<file path="src/rtl/cnn_acc_pkg.sv">
// Shared constants and FSM state type for the CNN accelerator weight path.
package cnn_acc_pkg;

  localparam int unsigned ADDR_W  = 14;
  localparam int unsigned DATA_W  = 72;
  localparam int unsigned ROM_LAT = 2;

  typedef enum logic [1:0] {
    IDLE,
    FETCH,
    DRAIN,
    DONE
  } wf_state_t;

endpackage

</file>
<file path="src/rtl/weight_skid_fifo.sv">
// First-word-fall-through skid FIFO; the head entry and the non-empty flag are
// flops, so dout/empty are driven directly from registers.
module weight_skid_fifo #(
  parameter int unsigned DEPTH = 4,
  parameter int unsigned WIDTH = 73
) (
  input  logic                       clk,
  input  logic                       rst_n,
  input  logic                       push,
  input  logic [WIDTH-1:0]           din,
  input  logic                       pop,
  output logic [WIDTH-1:0]           dout,
  output logic                       empty,
  output logic [$clog2(DEPTH+1)-1:0] count
);

  localparam int unsigned AW = $clog2(DEPTH);
  localparam int unsigned CW = $clog2(DEPTH+1);

  logic [WIDTH-1:0] mem [DEPTH];
  logic             not_empty;
  logic [AW-1:0]    wr_idx;
  logic [CW-1:0]    count_nxt;

  // Shift-down storage: a pop moves every entry one slot toward the head,
  // so a simultaneous push lands one slot lower than it otherwise would.
  always_comb begin
    wr_idx    = AW'(count - CW'(pop));
    count_nxt = count + CW'(push) - CW'(pop);
  end

  always_ff @(posedge clk or negedge rst_n) begin
    if (!rst_n) begin
      for (int unsigned i = 0; i < DEPTH; i++) mem[i] <= '0;
      count     <= '0;
      not_empty <= 1'b0;
    end else begin
      if (pop) begin
        for (int unsigned i = 0; i + 1 < DEPTH; i++) mem[i] <= mem[i+1];
      end
      if (push) mem[wr_idx] <= din;
      count     <= count_nxt;
      not_empty <= (count_nxt != '0);
    end
  end

  assign dout  = mem[0];
  assign empty = ~not_empty;

endmodule

</file>
<file path="src/rtl/weight_fetch_ctrl.sv">
// Streams cfg_len consecutive weight-ROM words from cfg_base to one PE, using
// credit-limited issue and a skid FIFO to absorb ROM latency under backpressure.
module weight_fetch_ctrl #(
  parameter int unsigned ADDR_W     = cnn_acc_pkg::ADDR_W,
  parameter int unsigned DATA_W     = cnn_acc_pkg::DATA_W,
  parameter int unsigned ROM_LAT    = cnn_acc_pkg::ROM_LAT,
  parameter int unsigned FIFO_DEPTH = 4
) (
  input  logic              clk,
  input  logic              rst,
  input  logic              start,
  input  logic [ADDR_W-1:0] cfg_base,
  input  logic [ADDR_W-1:0] cfg_len,
  output logic              busy,
  output logic              done,
  output logic              rom_en,
  output logic [ADDR_W-1:0] rom_addr,
  input  logic [DATA_W-1:0] rom_dout,
  output logic              w_valid,
  output logic [DATA_W-1:0] w_data,
  output logic              w_last,
  input  logic              w_ready
);

  import cnn_acc_pkg::*;

  localparam int unsigned CW = $clog2(FIFO_DEPTH+1);

  if (FIFO_DEPTH < ROM_LAT + 2) begin : g_depth_chk
    $error("weight_fetch_ctrl: FIFO_DEPTH must be >= ROM_LAT+2");
  end

  wf_state_t         state;
  logic [ADDR_W-1:0] len_r;
  logic [ADDR_W-1:0] issue_cnt;
  logic [ADDR_W-1:0] recv_cnt;
  logic [ROM_LAT-1:0] inflight;
  logic [CW-1:0]     fifo_count;
  logic [CW-1:0]     occ;
  logic              fifo_empty;
  logic [DATA_W:0]   fifo_dout;
  logic              pop;
  logic              push;
  logic              push_last;
  logic              issue;

  // occ counts every word issued but not yet popped (current rom_en, pipe,
  // FIFO); a pop this cycle frees a credit in time for the next issue.
  always_comb begin
    pop       = w_valid & w_ready;
    push      = inflight[ROM_LAT-1];
    push_last = (recv_cnt == len_r - ADDR_W'(1));
    occ       = fifo_count + CW'($countones(inflight)) + CW'(rom_en);
    issue     = 1'b0;
    case (state)
      IDLE:    issue = start && (cfg_len != '0);
      FETCH:   issue = (issue_cnt < len_r) && ((occ - CW'(pop)) < CW'(FIFO_DEPTH));
      default: issue = 1'b0;
    endcase
  end

  always_ff @(posedge clk or negedge rst) begin
    if (!rst) begin
      state     <= IDLE;
      len_r     <= '0;
      issue_cnt <= '0;
      recv_cnt  <= '0;
      inflight  <= '0;
      busy      <= 1'b0;
      done      <= 1'b0;
      rom_en    <= 1'b0;
      rom_addr  <= '0;
    end else begin
      done     <= 1'b0;
      rom_en   <= issue;
      inflight <= (inflight << 1) | ROM_LAT'(rom_en);
      if (push) recv_cnt <= recv_cnt + ADDR_W'(1);
      if (issue) begin
        rom_addr  <= (state == IDLE) ? cfg_base : rom_addr + ADDR_W'(1);
        issue_cnt <= (state == IDLE) ? ADDR_W'(1) : issue_cnt + ADDR_W'(1);
      end
      case (state)
        IDLE: if (start) begin
          len_r    <= cfg_len;
          recv_cnt <= '0;
          if (cfg_len == '0) begin
            state <= DONE;
            done  <= 1'b1;
          end else begin
            state <= (cfg_len == ADDR_W'(1)) ? DRAIN : FETCH;
            busy  <= 1'b1;
          end
        end
        FETCH: if (issue && (issue_cnt + ADDR_W'(1) == len_r)) state <= DRAIN;
        DRAIN: if (pop && w_last) begin
          state <= DONE;
          done  <= 1'b1;
          busy  <= 1'b0;
        end
        DONE:    state <= IDLE;
        default: state <= IDLE;
      endcase
    end
  end

  // The last-word flag travels with its data so w_last stays aligned under stalls.
  weight_skid_fifo #(
    .DEPTH(FIFO_DEPTH),
    .WIDTH(DATA_W + 1)
  ) u_fifo (
    .clk   (clk),
    .rst_n (rst),
    .push  (push),
    .din   ({push_last, rom_dout}),
    .pop   (pop),
    .dout  (fifo_dout),
    .empty (fifo_empty),
    .count (fifo_count)
  );

  assign w_valid = ~fifo_empty;
  assign w_last  = fifo_dout[DATA_W];
  assign w_data  = fifo_dout[DATA_W-1:0];

endmodule

</file>
<file path="config.mk">
export PLATFORM = sky130hd
export DESIGN_NAME = weight_fetch_ctrl
export DESIGN_NICKNAME = d
export VERILOG_FILES = /design/src/rtl/cnn_acc_pkg.sv /design/src/rtl/weight_skid_fifo.sv /design/src/rtl/weight_fetch_ctrl.sv
export SDC_FILE = /design/constraint.sdc
export NUM_CORES = 1
export LEC_CHECK = 0
export CAP_MARGIN = 10
export CELL_PAD_IN_SITES_DETAIL_PLACEMENT = 1
export CELL_PAD_IN_SITES_GLOBAL_PLACEMENT = 2
export CORE_AREA = 2 2 192 383
export DETAILED_ROUTE_END_ITERATION = 16
export DIE_AREA = 0 0 194 385
export GPL_ROUTABILITY_DRIVEN = 0
export PLACE_DENSITY_LB_ADDON = 0.1
export SLEW_MARGIN = 20
export SYNTH_ARGS = -nofsm -noshare
export SYNTH_HDL_FRONTEND = slang
export SYNTH_SLANG_ARGS = --single-unit
</file>
<file path="constraint.sdc">
create_clock -name clk -period 4.6 [get_ports clk]
set_clock_uncertainty 0.1 [all_clocks]
set_input_delay 1.38 -clock clk [delete_from_list [all_inputs] [get_ports clk]]
set_output_delay 1.38 -clock clk [all_outputs]
set_load 0.02 [all_outputs]
</file>
==> results.yml <==
status:
  status: "complete, no violations"
routing:
  vias: 13400
  viasPerCell: 4.71
  ant_nets: 0
  avgRoutedWirePerCell_um: 19.5
  remaining_drc_errors: 0
  first_pass_iters: 4
  finalWirelength_mm: 55.5
  drt_iter0_drc: 425
floorplanning:
  num_io_pins: 195
  die_area_um2: 74700
  chipWidth_um: 194
  start_util_pct: 24.9
  fp-row-count: 139
  core_um2: 71700
  die_y_um: 385
finish:
  fin_util_pct: 30.3
  layout.nets: 2031
  stdcell_count: 2839
  diodes: 0
  final_cell_mix: "dfrtp_1, nand2_1, clkdlybuf4s50_1"
  area_growth_pct: 21.8
  layout-drive-gt1-share_pct: 10.3
  layout_commonest_cell: "dfrtp_1"
  postLayoutCellArea_um2: 21700
timing:
  timing.slew.headroom_pct: 41.3
  timing_hold_violations_final: 0
  finalMaxSlewViolations: 0
  setup_slack_ps: 425
  rsz0062_at_grt: "false"
  fmaxAchievable_mhz: 239
  finalCritPeriodShare_pct: 90.8
  worst_slew_pin_slew_ps: 881
  setup_viol: 0
  final.min_clock_period_ps: 4180
placement:
  dp_hpwl_mm: 37.2
  place_ws_ps: -134
  placed_cell_area_um2: 20400
  numPortBuffers: 194
  place_inst: 2772
synthesis:
  synthArstFlopShare_pct: 100
  synth.avg_cell_area_um2: 9.87
  synth_cells: 1806
  syn-cell-area_um2: 17800
  ys_ff_latch: 359
  syn_nets: 1939
  synth-seq-area-share_pct: 50.4
  synth_ff_type: "dfrtp_1"
  yosysWarnings: 0
  synth_edf_count: 0
  synth_cell_types: 62
power:
  total_power_mw: 14.7
  cellPowerDensity_nw_per_um2: 679
  peakVddDrop_mv: 0.300
  p_leak_nw: 9.17
worst_setup_path:
  cp_top_family: "adder cells"
  cpPeakStageDelay_ps: 460
  cp-start-kind: "primary input"
  crit_required_ps: 4930
  worst-setup-path-type: "primary input to register"
  crit_fanout: 3
  slowest_stage: "clkdlybuf4s50_1"
  arrival_ps: 4500
  end_kind: "register"
  path_buf_inv: 4
  path_cells: "clkdlybuf4s50_1 -> nand2_4 -> inv_8 -> ha_1 -> inv_1 -> fa_1 -> ha_1 -> a31oi_1 -> xnor2_1 -> a311o_1 -> o21a_1 -> clkinv_1 -> a31oi_1 -> mux2_2"
cts:
  insertion_delay_ps: 560
  cts.sinks: 359
  ctsHoldBuffers: 0
  path_clk_slew_ps: 60
  clock-root-buffer: "clkbuf_16"
  cts_setup_buffers: 0
  clock_path_buffers: 3
  cts_made_buffers: 40
  tritoncts: "done"
  htreeDepth: 2
  cts_resized: 0
grt:
  grt-ovfl-total: 0
  grt_pass1_wl_mm: 87.8
  grt_max_degree: 123
  antenna_found_initial: 7
  track_usage_pct: 14.9
  first_global_vias: 14900
job:
  cap_violations: 0
min_path:
  hold_class: "register to register"
==> power breakdown <==
group,switching (mW),internal (mW)
clock network,1.36,1.83
logic,3.22,2.70
registers,1.01,4.61
total,5.60,9.14
==> worst paths after layout <==
kind,start,to,slack [ps],cells after the start
min reg2reg,inflight[0],inflight[1],280,0
max,w_ready,state[1],420,14
min in group asynchronous,rst,u_fifo.mem[216],690,1
max reg2reg,u_fifo.not_empty,state[1],1260,13
min,inflight[0],inflight[1],280,0
max in group asynchronous,rst,u_fifo.dout[14],2580,2
==> stage by stage <==
stage	hold slack [ps]	setup TNS, ps
2_1_floorplan	254	0
3_3_place_gp	261	-637
3_5_place_dp	262	-251
4_1_cts	277	0
5_1_grt	287	0
6_report	276	0
==> logic make-up (layout without fill, tap and decap cells) <==
kind of cell    Yosys count  in the layout  share of synthesized area (%)
compound gates          331            331                           10.6
xor+xnor                 53             53                           2.61
fa+ha+maj                29             29                           2.12
buf+inv                 223            340                           6.68
flops                   359            359                           50.4
mux                     228            228                           13.3
simple gates            583            583                           14.3
==> Yosys cell counts, drive strengths merged (19+ instances only) <==
master	n	area share [%]
ha	27	1.9
xor2	19	0.93
nor2	124	2.6
buf	89	3.5
a31oi	78	2.7
o21ai	191	5.4
mux2	73	4.6
mux2i	155	8.7
clkbuf	97	2.3
nand2	335	7.1
xnor2	34	1.7
nand3	30	0.91
dfrtp	359	50
inv	35	0.74
a21oi	26	0.73
==> metal layers <==
layer	global-route usage (%)	share of wire (%)	vias up
li1	-	-	6310
met1	16.9	41	6768
met2	28.4	53	213
met3	2.61	3.8	78
met4	4.34	2.4	14
met5	0	0.17	-
==> cell type report <==
cell class              count  area [um^2]
repair buffers            237         2490
inverters                  36          143
flip-flops and latches    359         8980
clock buffers              64         1230
fillers                  8111        50000
multi-input cells        1224         7670
clock inverters             3         26.3
well taps                 916         1150
(Power assumes the default switching activity.)
